==> src/rtl/mul_pkg.sv <==
// rtl/mul_pkg.sv - shared types and widths for the sequential multiplier
package mul_pkg;

    localparam int MUL_W     = 32;
    localparam int MUL_CNT_W = 6;

    typedef enum logic [2:0] {
        IDLE      = 3'd0,
        FETCH     = 3'd1,
        PREPARE   = 3'd2,
        EXECUTE   = 3'd3,
        WRITEBACK = 3'd4
    } state_t;

endpackage

==> src/rtl/LZC_32bit.sv <==
// rtl/LZC_32bit.sv - leading-zero count of a 32-bit word (32 when all zero)
module LZC_32bit (
    input  logic [31:0] i_data,
    output logic [5:0]  o_count,
    output logic        o_all_zero
);

    // Scanning upward lets the highest set bit write last and win.
    always_comb begin
        o_count = 6'd32;
        for (int i = 0; i < 32; i++) begin
            if (i_data[i]) begin
                o_count = 6'(31 - i);
            end
        end
    end

    assign o_all_zero = ~|i_data;

endmodule

==> src/rtl/full_adder_32bit.sv <==
// rtl/full_adder_32bit.sv - 32-bit adder with carry in and carry out
module full_adder_32bit (
    input  logic [31:0] i_a,
    input  logic [31:0] i_b,
    input  logic        i_cin,
    output logic [31:0] o_sum,
    output logic        o_cout
);

    assign {o_cout, o_sum} = {1'b0, i_a} + {1'b0, i_b} + {32'b0, i_cin};

endmodule

==> src/rtl/register_32bit.sv <==
// rtl/register_32bit.sv - 32-bit load-enable register with async clear
module register_32bit (
    input  logic        clk_i,
    input  logic        rst_n,
    input  logic        i_en,
    input  logic [31:0] i_d,
    output logic [31:0] o_q
);

    always_ff @(posedge clk_i or negedge rst_n) begin
        if (!rst_n) begin
            o_q <= '0;
        end else if (i_en) begin
            o_q <= i_d;
        end
    end

endmodule

==> src/rtl/multiplier_32x32.sv <==
// rtl/multiplier_32x32.sv - sequential unsigned 32x32->64 shift-and-add multiplier
module multiplier_32x32
    import mul_pkg::*;
(
    input  logic                 clk_i,
    input  logic                 rst_n,
    input  logic                 start,
    input  logic [MUL_W-1:0]     A,
    input  logic [MUL_W-1:0]     B,
    output logic [2*MUL_W-1:0]   product,
    output logic                 overflow,
    output logic                 ready,
    output logic                 valid
);

    state_t                 r_state;
    state_t                 w_state_next;
    logic [MUL_W-1:0]       r_a_f;
    logic [MUL_W-1:0]       r_b_f;
    logic [2*MUL_W-1:0]     r_mcand;
    logic [2*MUL_W-1:0]     r_acc;
    logic [MUL_W-1:0]       r_mplr;
    logic [MUL_CNT_W-1:0]   r_cnt;
    logic                   r_overflow;
    logic                   r_valid;

    logic                   w_is_fetch;
    logic                   w_is_prep;
    logic                   w_is_exec;
    logic                   w_is_wb;
    logic [MUL_CNT_W-1:0]   w_nlz;
    logic                   w_b_zero;
    logic [MUL_CNT_W-1:0]   w_n;
    logic [2*MUL_W-1:0]     w_addend;
    logic [2*MUL_W-1:0]     w_sum;
    logic [2*MUL_W-1:0]     w_mcand_d;
    logic [2*MUL_W-1:0]     w_acc_d;
    logic                   w_carry_lo;
    logic                   w_unused_carry_hi;

    assign w_is_fetch = (r_state == FETCH);
    assign w_is_prep  = (r_state == PREPARE);
    assign w_is_exec  = (r_state == EXECUTE);
    assign w_is_wb    = (r_state == WRITEBACK);

    always_comb begin
        w_state_next = IDLE;
        case (r_state)
            IDLE:      w_state_next = start ? FETCH : IDLE;
            FETCH:     w_state_next = PREPARE;
            PREPARE:   w_state_next = w_b_zero ? WRITEBACK : EXECUTE;
            EXECUTE:   w_state_next = (r_cnt == MUL_CNT_W'(1)) ? WRITEBACK : EXECUTE;
            WRITEBACK: w_state_next = IDLE;
            default:   w_state_next = IDLE;
        endcase
    end

    register_32bit u_a_f (.clk_i(clk_i), .rst_n(rst_n), .i_en(w_is_fetch), .i_d(A), .o_q(r_a_f));
    register_32bit u_b_f (.clk_i(clk_i), .rst_n(rst_n), .i_en(w_is_fetch), .i_d(B), .o_q(r_b_f));

    LZC_32bit u_lzc (
        .i_data     (r_b_f),
        .o_count    (w_nlz),
        .o_all_zero (w_b_zero)
    );

    // Iterations only cover the significant bits of the multiplier.
    assign w_n = w_b_zero ? '0 : (MUL_CNT_W'(MUL_W) - w_nlz);

    assign w_addend = r_mplr[0] ? r_mcand : '0;

    full_adder_32bit u_add_lo (
        .i_a    (r_acc[MUL_W-1:0]),
        .i_b    (w_addend[MUL_W-1:0]),
        .i_cin  (1'b0),
        .o_sum  (w_sum[MUL_W-1:0]),
        .o_cout (w_carry_lo)
    );

    full_adder_32bit u_add_hi (
        .i_a    (r_acc[2*MUL_W-1:MUL_W]),
        .i_b    (w_addend[2*MUL_W-1:MUL_W]),
        .i_cin  (w_carry_lo),
        .o_sum  (w_sum[2*MUL_W-1:MUL_W]),
        .o_cout (w_unused_carry_hi)
    );

    assign w_mcand_d = w_is_prep ? {{MUL_W{1'b0}}, r_a_f} : {r_mcand[2*MUL_W-2:0], 1'b0};
    assign w_acc_d   = w_is_prep ? '0 : w_sum;

    register_32bit u_mcand_lo (.clk_i(clk_i), .rst_n(rst_n), .i_en(w_is_prep | w_is_exec),
                               .i_d(w_mcand_d[MUL_W-1:0]), .o_q(r_mcand[MUL_W-1:0]));
    register_32bit u_mcand_hi (.clk_i(clk_i), .rst_n(rst_n), .i_en(w_is_prep | w_is_exec),
                               .i_d(w_mcand_d[2*MUL_W-1:MUL_W]), .o_q(r_mcand[2*MUL_W-1:MUL_W]));
    register_32bit u_acc_lo   (.clk_i(clk_i), .rst_n(rst_n), .i_en(w_is_prep | w_is_exec),
                               .i_d(w_acc_d[MUL_W-1:0]), .o_q(r_acc[MUL_W-1:0]));
    register_32bit u_acc_hi   (.clk_i(clk_i), .rst_n(rst_n), .i_en(w_is_prep | w_is_exec),
                               .i_d(w_acc_d[2*MUL_W-1:MUL_W]), .o_q(r_acc[2*MUL_W-1:MUL_W]));

    // product only loads in WRITEBACK, so an aborted run never reaches it.
    register_32bit u_prod_lo  (.clk_i(clk_i), .rst_n(rst_n), .i_en(w_is_wb),
                               .i_d(r_acc[MUL_W-1:0]), .o_q(product[MUL_W-1:0]));
    register_32bit u_prod_hi  (.clk_i(clk_i), .rst_n(rst_n), .i_en(w_is_wb),
                               .i_d(r_acc[2*MUL_W-1:MUL_W]), .o_q(product[2*MUL_W-1:MUL_W]));

    always_ff @(posedge clk_i or negedge rst_n) begin
        if (!rst_n) begin
            r_state    <= IDLE;
            r_mplr     <= '0;
            r_cnt      <= '0;
            r_overflow <= 1'b0;
            r_valid    <= 1'b0;
        end else begin
            r_state <= w_state_next;
            r_valid <= w_is_wb;
            if (w_is_prep) begin
                r_cnt  <= w_n;
                r_mplr <= r_b_f;
            end else if (w_is_exec) begin
                r_cnt  <= r_cnt - MUL_CNT_W'(1);
                r_mplr <= {1'b0, r_mplr[MUL_W-1:1]};
            end
            if (w_is_wb) begin
                r_overflow <= |r_acc[2*MUL_W-1:MUL_W];
            end
        end
    end

    assign ready    = (r_state == IDLE);
    assign valid    = r_valid;
    assign overflow = r_overflow;

endmodule

==> config.mk <==
export PLATFORM = sky130hd
export DESIGN_NAME = multiplier_32x32
export DESIGN_NICKNAME = d
export VERILOG_FILES = /design/src/rtl/mul_pkg.sv /design/src/rtl/LZC_32bit.sv /design/src/rtl/full_adder_32bit.sv /design/src/rtl/register_32bit.sv /design/src/rtl/multiplier_32x32.sv
export SDC_FILE = /design/constraint.sdc
export NUM_CORES = 1
export LEC_CHECK = 0
export BUFFER_PORTS_ARGS = -buffer_cell sky130_fd_sc_hd__buf_2
export CAP_MARGIN = 20
export CORE_ASPECT_RATIO = 0.75
export CORE_UTILIZATION = 30
export CTS_CLUSTER_DIAMETER = 150
export CTS_CLUSTER_SIZE = 16
export DETAILED_ROUTE_END_ITERATION = 8
export MAX_ROUTING_LAYER = met4
export PLACE_DENSITY_LB_ADDON = 0.15
export SLEW_MARGIN = 10
export SYNTH_ARGS = -nofsm -noshare
export SYNTH_HDL_FRONTEND = slang
export SYNTH_HIERARCHICAL = 1
export SYNTH_SLANG_ARGS = --single-unit
==> constraint.sdc <==
create_clock -name clk_i -period 7.57 [get_ports clk_i]
set_clock_uncertainty 0.15 [all_clocks]
set_input_delay 1.1355 -clock clk_i [delete_from_list [all_inputs] [get_ports clk_i]]
set_output_delay 1.1355 -clock clk_i [all_outputs]
set_load 0.005 [all_outputs]
==> results of run 1 <==
-- per-stage QoR --
stage / setup slack (ns) / total power, mW / utilization (%) / cells
final: 1.17 / 7.58 / 33.3 / 2397
after global routing: 0.802 / 8.21 / 33.3 / 2397
after CTS: 1.18 / 7.70 / 33.3 / 2396
after detailed placement: 1.20 / 6.52 / 32.3 / 2370
after global placement: 1.27 / 6.48 / 32.3 / 2370
after floorplan: 2.02 / 5.78 / - / 1519
-- cells in the final DEF, fill, tap and decap left out, types with 14 or more instances in the layout --
master and instances:
buf_2 132, xor2_1 29, xnor2_1 32, and2_1 69, nand2_1 88, a21o_1 31
nor2_1 39, mux2i_1 34, mux2_4 240, nor2b_1 99, a21oi_1 72, ha_1 65
nor4_1 20, o21ai_0 73, inv_1 19, clkbuf_16 23, dfrtp_1 297, nand3_1 14
mux2_2 45
-- critical path: cells and delay by family (launching register included) --
| kind | cells | cell delay (ns) |
|---|---|---|
| compound gates | 12 | 3.09 |
| simple gates | 3 | 0.47 |
| fa+ha+maj | 4 | 1.76 |
| flops | 1 | 0.56 |
| mux | 1 | 0.27 |
-- area by class of cell --
type / instances / area, sq um / area share [%]
clock buffer: 25 / 583 / 2.94
timing repair buffer: 143 / 763 / 3.85
inverter: 20 / 82.6 / 0.417
multi-input combinational: 1118 / 9900 / 50.0
sequential: 299 / 7480 / 37.8
antenna: 1 / 2.50 / 0.0126
clock inverter: 1 / 7.51 / 0.0379
tap: 790 / 988 / 4.99
-- final timing paths --
check / cells after the start / startpoint / endpoint / slack [ns]
worst max-delay path: 20 / r_mplr[0]$_DFFE_PN0P_ / u_acc_hi/o_q[18]$_DFFE_PN0P_ / 1.17
worst min-delay path: 2 / r_mplr[31]$_DFFE_PN0P_ / r_mplr[31]$_DFFE_PN0P_ / 0.32
worst max register to register: 20 / r_mplr[0]$_DFFE_PN0P_ / u_acc_hi/o_q[18]$_DFFE_PN0P_ / 1.17
worst min register to register: 2 / r_mplr[31]$_DFFE_PN0P_ / r_mplr[31]$_DFFE_PN0P_ / 0.32
max in group asynchronous: 2 / rst_n / u_prod_hi/o_q[12]$_DFFE_PN0P_ / 5.30
min in group asynchronous: 1 / rst_n / u_prod_lo/o_q[3]$_DFFE_PN0P_ / 0.44
-- metal layers --
| layer | share of wire (%) | track usage, % |
|---|---|---|
| met2 | 40 | 19.4 |
| met3 | 3.2 | 1.98 |
| met4 | 1.8 | 2.68 |
| met1 | 55 | 22.1 |
| met5 | 0 | - |
-- power groups by stage --
stage / clock network, mW / logic [mW] / registers [mW]
4_1_cts: 1.19 / 3.74 / 2.77
6_report: 1.12 / 3.71 / 2.75
2_1_floorplan: 0 / 3.26 / 2.52
5_1_grt: 1.24 / 4.11 / 2.86
3_3_place_gp: 0 / 3.69 / 2.79
3_5_place_dp: 0 / 3.72 / 2.80
-- sequential cells by signal (all words and copies together) (netlist names) --
name            count
overflow            1
r_cnt               6
r_mplr             32
r_state             3
u_a_f/o_q          32
u_acc_hi/o_q       32
u_acc_lo/o_q       32
u_b_f/o_q          32
u_mcand_hi/o_q     32
u_mcand_lo/o_q     32
u_prod_hi/o_q      32
u_prod_lo/o_q      32
valid               1
==> metrics, run 1 <==
drt initial violations=694; critical path's largest stage delay=0.56 ns; CTS tree=done; cts bufs inserted=22; GPL Wtd Cong=about 0.86; CTS Hold Bufs=0; HP Class=flop to flop; largest net degree at the start of global routing=~130; clock-pin slew on the worst setup and hold paths=0.08 ns; CTS Buffer Depth=3; crit path kind=flop to flop; post-CTS setup buffer count=0; CTS Sinks=299; Final Cell Area=approximately 20,000 sq um; DIE AREA=around 62,000 sq um; CP max FO=23; proportion of layout cells with a drive suffix above 1=a little under a third; Initial Util=about 30%; sw frac=between 30 and 40%; CP cell instances=and2_1, fa_1, fa_1, a21o_1, a221o_1, a21oi_2, o21ai_2, nor2_1, o21a_1, o21ai_1, fa_1, fa_1, a21o_1, a221oi_2, o31ai_2, a21oi_2, o22ai_1, a311o_1, nor2b_1, mux2_4; die span in y=216 microns; Slew headroom=between 20% and 30%; worst hold margin=approximately 0.32 ns; RSZ-0062 raised after global routing=false; Final min period=~6.4 ns; Max H-tree Level=1; port buffer count=roughly 130; fin crit share=between 80% and 90%; number of global-route vias before repair=~12,000; IO Pins=about 130; NetSw=~2.8 mW; Syn Inst Count=roughly 1,500; Final Max Slew Viols=0; Global Route Usage Sum=around 14%; number of hold violations in the final report=0; GRT overflow=0; sequential power share=approximately 36%; Nets=about 1,700; drt pass-1 iters=5; CTS resizes=0; Critical-path top delay cell=dfrtp_2; worst-skew pair later-pin latency=about 0.55 ns; peak supply drop=between 0.15 and 0.2 mV; kind of end point of the critical path=flop; Antenna Nets Post-Route=0; HPWL Detailed=about 30,000 microns; syn avg cell area=approximately 12 sq um; CTS root buf=clkbuf_16; maxcap violations=0; cell mode on critical path=fa_1; endpoints failing setup=0; fill count=6,041; Peak Freq=156 MHz; Syn. warnings=6; Combinational Power Share=48.9%; first-pass GRT wire length=just under 70,000 microns; Setup TNS Final=0 ns; Worst Path Required=about 7.9 ns; Row Count=77; drt wl/cell=~18 microns; Worst Tran Pin Value=1.12 ns; Data arrival, critical path=~6.7 ns; drt via density=4.74; Layout area overhead=8.55%; Total Wirelength=between 40,000 and 50,000 microns; Cell Int Power=~4.8 mW; Clk pwr share=14.8%; vias=around 11,000; initial antenna violation count=1; net count after synthesis=1,655; Die W=between 200 and 300 microns; Netlist Area Pre-Place=between 15,000 and 20,000 sq um; Core Footprint=59,500 sq um; Post-DP Area=19,200 sq um; Lkg Pwr=roughly 10 nW; # DRC=0; Power Dens Cells=383 nW/um^2; status=finished, final reports clean; CP Launch Type=flop
No activity file was read; power rests on OpenSTA's default activity.
==> inputs of run 2 (changes only) <==
==> constraint.sdc (replaced) <==
create_clock -name clk_i -period 6.25 [get_ports clk_i]
set_clock_uncertainty 0.15 [all_clocks]
set_input_delay 0.9375 -clock clk_i [delete_from_list [all_inputs] [get_ports clk_i]]
set_output_delay 0.9375 -clock clk_i [all_outputs]
set_load 0.005 [all_outputs]
==> metrics, run 2 (synthesized netlist as in run 1, its figures left out) <==
Initial Util=a little under a third; Worst R2R End=u_acc_hi/o_q[28]$_DFFE_PN0P_; clock-pin slew on the worst setup and hold paths=0.08 ns; HPWL Detailed=around 30,000 microns; Global Route Usage Sum=about 14%; GPL Wtd Cong=about 0.86; Core Footprint=between 50,000 and 60,000 sq um; crit path kind=flop to flop; initial antenna violation count=1; Max H-tree Level=1; Final Cell Area=roughly 20,000 sq um; commonest cells after routing, fill and taps aside=dfrtp_1 (297), mux2_4 (240), buf_2 (132), nor2b_1 (99), nand2_1 (88); drt initial violations=536; total chip power=9.19 mW; Slew headroom=between 20% and 30%; peak supply drop=0.229 mV; Data arrival, critical path=approximately 6.2 ns; # DRC=0; GRT overflow=0; drt via density=approximately 4.7; largest net degree at the start of global routing=114; commonest non-fill, non-tap cell in the layout=dfrtp_1; DIE AREA=slightly above 60,000 sq um; drt wl/cell=17.4 microns; worst hold margin=around 0.24 ns; CTS tree=done; Power Dens Cells=between 400 and 500 nW/um^2; IO Pins=134; maxcap violations=0; first-pass GRT wire length=68,500 microns; die span in y=216 microns; Layout area overhead=8.70%; Total Wirelength=roughly 42,000 microns; CP max FO=4; Post-DP Area=approximately 19,000 sq um; proportion of layout cells with a drive suffix above 1=a little under a third; port buffer count=approximately 130; R2R Path Start=r_mplr[0]$_DFFE_PN0P_; CTS Buffer Depth=3; cts bufs inserted=22; fin crit share=95.2%; CTS resizes=0; Final Util=between 30 and 40%; CTS Sinks=between 200 and 300; number of global-route vias before repair=11,700; reg2reg path depth=21; Final min period=~5.9 ns; Final Max Slew Viols=0; kind of end point of the critical path=flop; Nets=1,742; Row Count=77; Setup TNS Final=0 ns; crit path from=r_mplr[0]$_DFFE_PN0P_; status=finished, final reports clean; number of hold violations in the final report=0; Worst Path Required=between 6 and 7 ns; Antenna Nets Post-Route=0; CTS root buf=clkbuf_16; Worst Tran Pin Value=1.08 ns; Lkg Pwr=9.81 nW; post-CTS setup buffer count=0; HP Class=primary input to asynchronous set/reset pin; vias=between 10,000 and 15,000; R2R Setup Slk=about 0.3 ns; Peak Freq=around 170 MHz; worst-skew pair later-pin latency=between 0.5 and 0.6 ns; CTS Hold Bufs=0; RSZ-0062 raised after global routing=false; drt pass-1 iters=4; endpoints failing setup=0; CP Launch Type=flop; Die W=roughly 290 microns
## run 2: power by group
group | total [mW] | leakage [nW] | internal [mW] | switching (mW)
clock | 1.36 | 0.286 | 0.656 | 0.703
sequential | 3.32 | 3.81 | 2.62 | 0.692
combinational | 4.52 | 5.71 | 2.49 | 2.02
total | 9.19 | 9.81 | 5.77 | 3.42
## run 2: worst max path at each step
stage                                         to  slack, ns  cells after the start
global route        u_acc_hi/o_q[30]$_DFFE_PN0P_       0.06                     22
detailed placement  u_acc_hi/o_q[28]$_DFFE_PN0P_       0.32                     21
floorplan           u_acc_hi/o_q[18]$_DFFE_PN0P_       0.70                     21
finish              u_acc_hi/o_q[28]$_DFFE_PN0P_       0.30                     21
global placement    u_acc_hi/o_q[28]$_DFFE_PN0P_       0.43                     21
CTS                 u_acc_hi/o_q[28]$_DFFE_PN0P_       0.31                     21
## run 2: cell type report
| class | instances | area, sq um |
|---|---|---|
| Multi-Input combinational cell | 1118 | 9900 |
| Timing Repair Buffer | 145 | 791 |
| Clock buffer | 25 | 583 |
| Sequential cell | 299 | 7480 |
| Fill cell | 6024 | 39700 |
| Tap cell | 790 | 988 |
| Clock inverter | 1 | 7.51 |
| Antenna cell | 1 | 2.50 |
| Inverter | 20 | 82.6 |
## run 2: metal layers
metal  track usage, %  wire length [microns]  vias to the layer above
met4             2.78                    813                        0
met3             2.03                   1400                       44
met1             21.6                  22800                     5482
met2             19.3                  16700                      174
met5                -                      0                        -
li1                 -                      -                     5620
## run 2: stage by stage
stage	setup WS, ns	cells
4_1_cts	0.312	2398
5_1_grt	0.0557	2399
6_report	0.301	2399
3_3_place_gp	0.429	2372
3_5_place_dp	0.325	2372
2_1_floorplan	0.697	1519
## run 2: worst max-delay path, stage by stage (launching register included)
cell      delay (ns)
dfrtp_2         0.40
and2_1          0.17
fa_1            0.46
fa_1            0.43
a21o_1          0.21
a221o_1         0.42
a21oi_2         0.34
o21ai_2         0.15
nor2_1          0.11
o21a_1          0.18
o21ai_1         0.09
fa_1            0.44
fa_1            0.43
a21o_1          0.22
a221oi_2        0.40
o31ai_2         0.15
a21o_1          0.25
a21oi_2         0.19
a21oi_1         0.10
xor2_1          0.15
nor2b_1         0.13
mux2_4          0.27
==> inputs of run 3 (changes only) <==
--- a/config.mk
+++ b/config.mk
@@ -14,6 +14,8 @@
 export DETAILED_ROUTE_END_ITERATION = 8
 export MAX_ROUTING_LAYER = met4
 export PLACE_DENSITY_LB_ADDON = 0.15
+export RECOVER_POWER = 100
+export SKIP_LAST_GASP = 1
 export SLEW_MARGIN = 10
 export SYNTH_ARGS = -nofsm -noshare
 export SYNTH_HDL_FRONTEND = slang
==> metrics, run 3 (synthesized netlist as in run 1, its figures left out) <==
critical path's largest stage delay=approximately 0.46 ns; Antenna Nets Post-Route=0; cell mode on critical path=fa_1; Final Max Slew Viols=around 380; Final min period=approximately 6 ns; fill count=roughly 6,300; CP max FO=4; Total Wirelength=approximately 42,000 microns; multi-input logic area=9050 sq um; CP cell instances=and2_0, fa_1, fa_1, a21o_1, a221o_1, a21oi_2, o21ai_2, nor2_1, o21a_1, o21ai_1, fa_1, fa_1, a21o_1, a221oi_2, o31ai_2, a21oi_2, o22ai_1, a311o_1, nor2b_1, mux2_1; commonest non-fill, non-tap cell in the layout=dfrtp_1; proportion of layout cells with a drive suffix above 1=between 10% and 20%; sw frac=about two fifths; Core Footprint=just under 60,000 sq um; status=complete, but fails checks; failing checks=max-capacitance violations, max-slew violations; crit path kind=flop to flop; Final Cell Area=18,900 sq um; Critical-path top delay cell=fa_1; Data arrival, critical path=around 6.3 ns; sequential cell area=between 7000 and 8000 sq um; worst hold stages=2; DIE AREA=61,900 sq um; HP Class=flop to flop; CP Launch Type=flop; Initial Util=between 30% and 40%; vias=around 11,000; Global Route Usage Sum=14.1%; NetSw=between 3 and 4 mW; Layout area overhead=3.65%; die span in y=~220 microns; HPWL Detailed=29,100 microns; GRT overflow=0; CTS Sinks=around 300; CTS Hold Bufs=0; CTS Buffer Depth=3; Setup TNS Final=0 ns; drt initial violations=around 530; kind of end point of the critical path=flop; CTS tree=done; sequential power share=roughly 39%; drt pass-1 iters=5; endpoints failing setup=0; Slew headroom=-184%; reg2reg path depth=20; Post-DP Area=19,300 sq um; Power Dens Cells=around 450 nW/um^2; GPL Wtd Cong=roughly 0.86; CTS root buf=clkbuf_16; initial antenna violation count=1; Max H-tree Level=1; clock-pin slew on the worst setup and hold paths=approximately 0.080 ns; largest net degree at the start of global routing=between 100 and 150; maxcap violations=6; Peak Freq=between 150 and 200 MHz; Worst Path Required=approximately 6.5 ns; post-CTS setup buffer count=0; number of hold violations in the final report=0; total chip power=~8.5 mW; Worst Tran Pin Value=4.26 ns; CTS resizes=0; fin crit share=between 90% and 100%; Row Count=77; port buffer count=133; Cell Int Power=5.16 mW; peak supply drop=around 0.22 mV; worst hold margin=0.326 ns; first-pass GRT wire length=~70,000 microns; drt via density=approximately 4.7; Combinational Power Share=45.5%; number of global-route vias before repair=between 10,000 and 15,000; RSZ-0062 raised after global routing=false; # DRC=0; cts bufs inserted=22; commonest cells after routing, fill and taps aside=dfrtp_1 (297), mux2_1 (221), buf_2 (105), nor2b_1 (99), nand2_1 (88); Nets=around 1,700; Die W=287 microns; IO Pins=between 100 and 150; Clk pwr share=between 15 and 20%; worst-skew pair later-pin latency=roughly 0.55 ns; Lkg Pwr=between 9 and 10 nW; drt wl/cell=approximately 17 microns
==> run 3: changes by cell type in the layout (fill, tap and decap cells not counted), sizes merged <==
cell           change
clkbuf            +33
clkdlybuf4s25      +1
buf               -34
==> run 3: final timing paths <==
kind                                         from                             to  slack [ns]
max in group asynchronous                   rst_n           r_state[0]$_DFF_PN0_        1.25
min reg2reg                r_mplr[31]$_DFFE_PN0P_         r_mplr[31]$_DFFE_PN0P_        0.33
min                        r_mplr[31]$_DFFE_PN0P_         r_mplr[31]$_DFFE_PN0P_        0.33
max reg2reg                 r_mplr[0]$_DFFE_PN0P_   u_acc_hi/o_q[18]$_DFFE_PN0P_        0.26
min in group asynchronous                   rst_n  u_mcand_lo/o_q[2]$_DFFE_PN0P_        1.95
max                         r_mplr[0]$_DFFE_PN0P_   u_acc_hi/o_q[18]$_DFFE_PN0P_        0.26
==> run 3: metrics by stage <==
step / std cells / utilization (%) / setup slack, ns
after floorplan: 1519 / - / 0.697
after global placement: 2372 / 32.3 / 0.429
after detailed placement: 2372 / 32.3 / 0.325
after CTS: 2398 / 33.3 / 0.312
after global routing: 2399 / 31.8 / 0.0352
final: 2399 / 31.8 / 0.258
==> run 3: area by class of cell <==
type                       instances  area share [%]
timing repair buffer             145            3.87
multi-input combinational       1118            47.8
sequential                       299            39.6
clock buffer                      25            3.08
clock inverter                     1          0.0397
tap                              790            5.22
antenna                            1          0.0132
inverter                          20           0.410
==> run 3: power by group through the flow <==
| stage | registers, mW | clock network [mW] | logic, mW |
|---|---|---|---|
| 2_1_floorplan | 3.05 | 0 | 3.95 |
| 3_3_place_gp | 3.36 | 0 | 4.49 |
| 3_5_place_dp | 3.37 | 0 | 4.53 |
| 4_1_cts | 3.33 | 1.44 | 4.55 |
| 5_1_grt | 3.40 | 1.51 | 4.36 |
| 6_report | 3.28 | 1.36 | 3.87 |
==> run 3: per-layer routing <==
metal | GRT usage [%] | vias up | wire [microns]
li1 | - | 5599 | -
met4 | 2.78 | 0 | 773
met1 | 21.6 | 5500 | 23100
met3 | 2.03 | 41 | 1330
met2 | 19.3 | 158 | 16700
met5 | - | - | 0
==> run 3: worst max-delay path, delay by kind of cell, from the launching register on <==
family	cells	cell delay, ns
AO/OA/AOI/OAI	12	2.84
adder cells (fa/ha/maj)	4	1.76
AND/OR/NAND/NOR	3	0.41
flip-flops	1	0.40
multiplexers	1	0.31
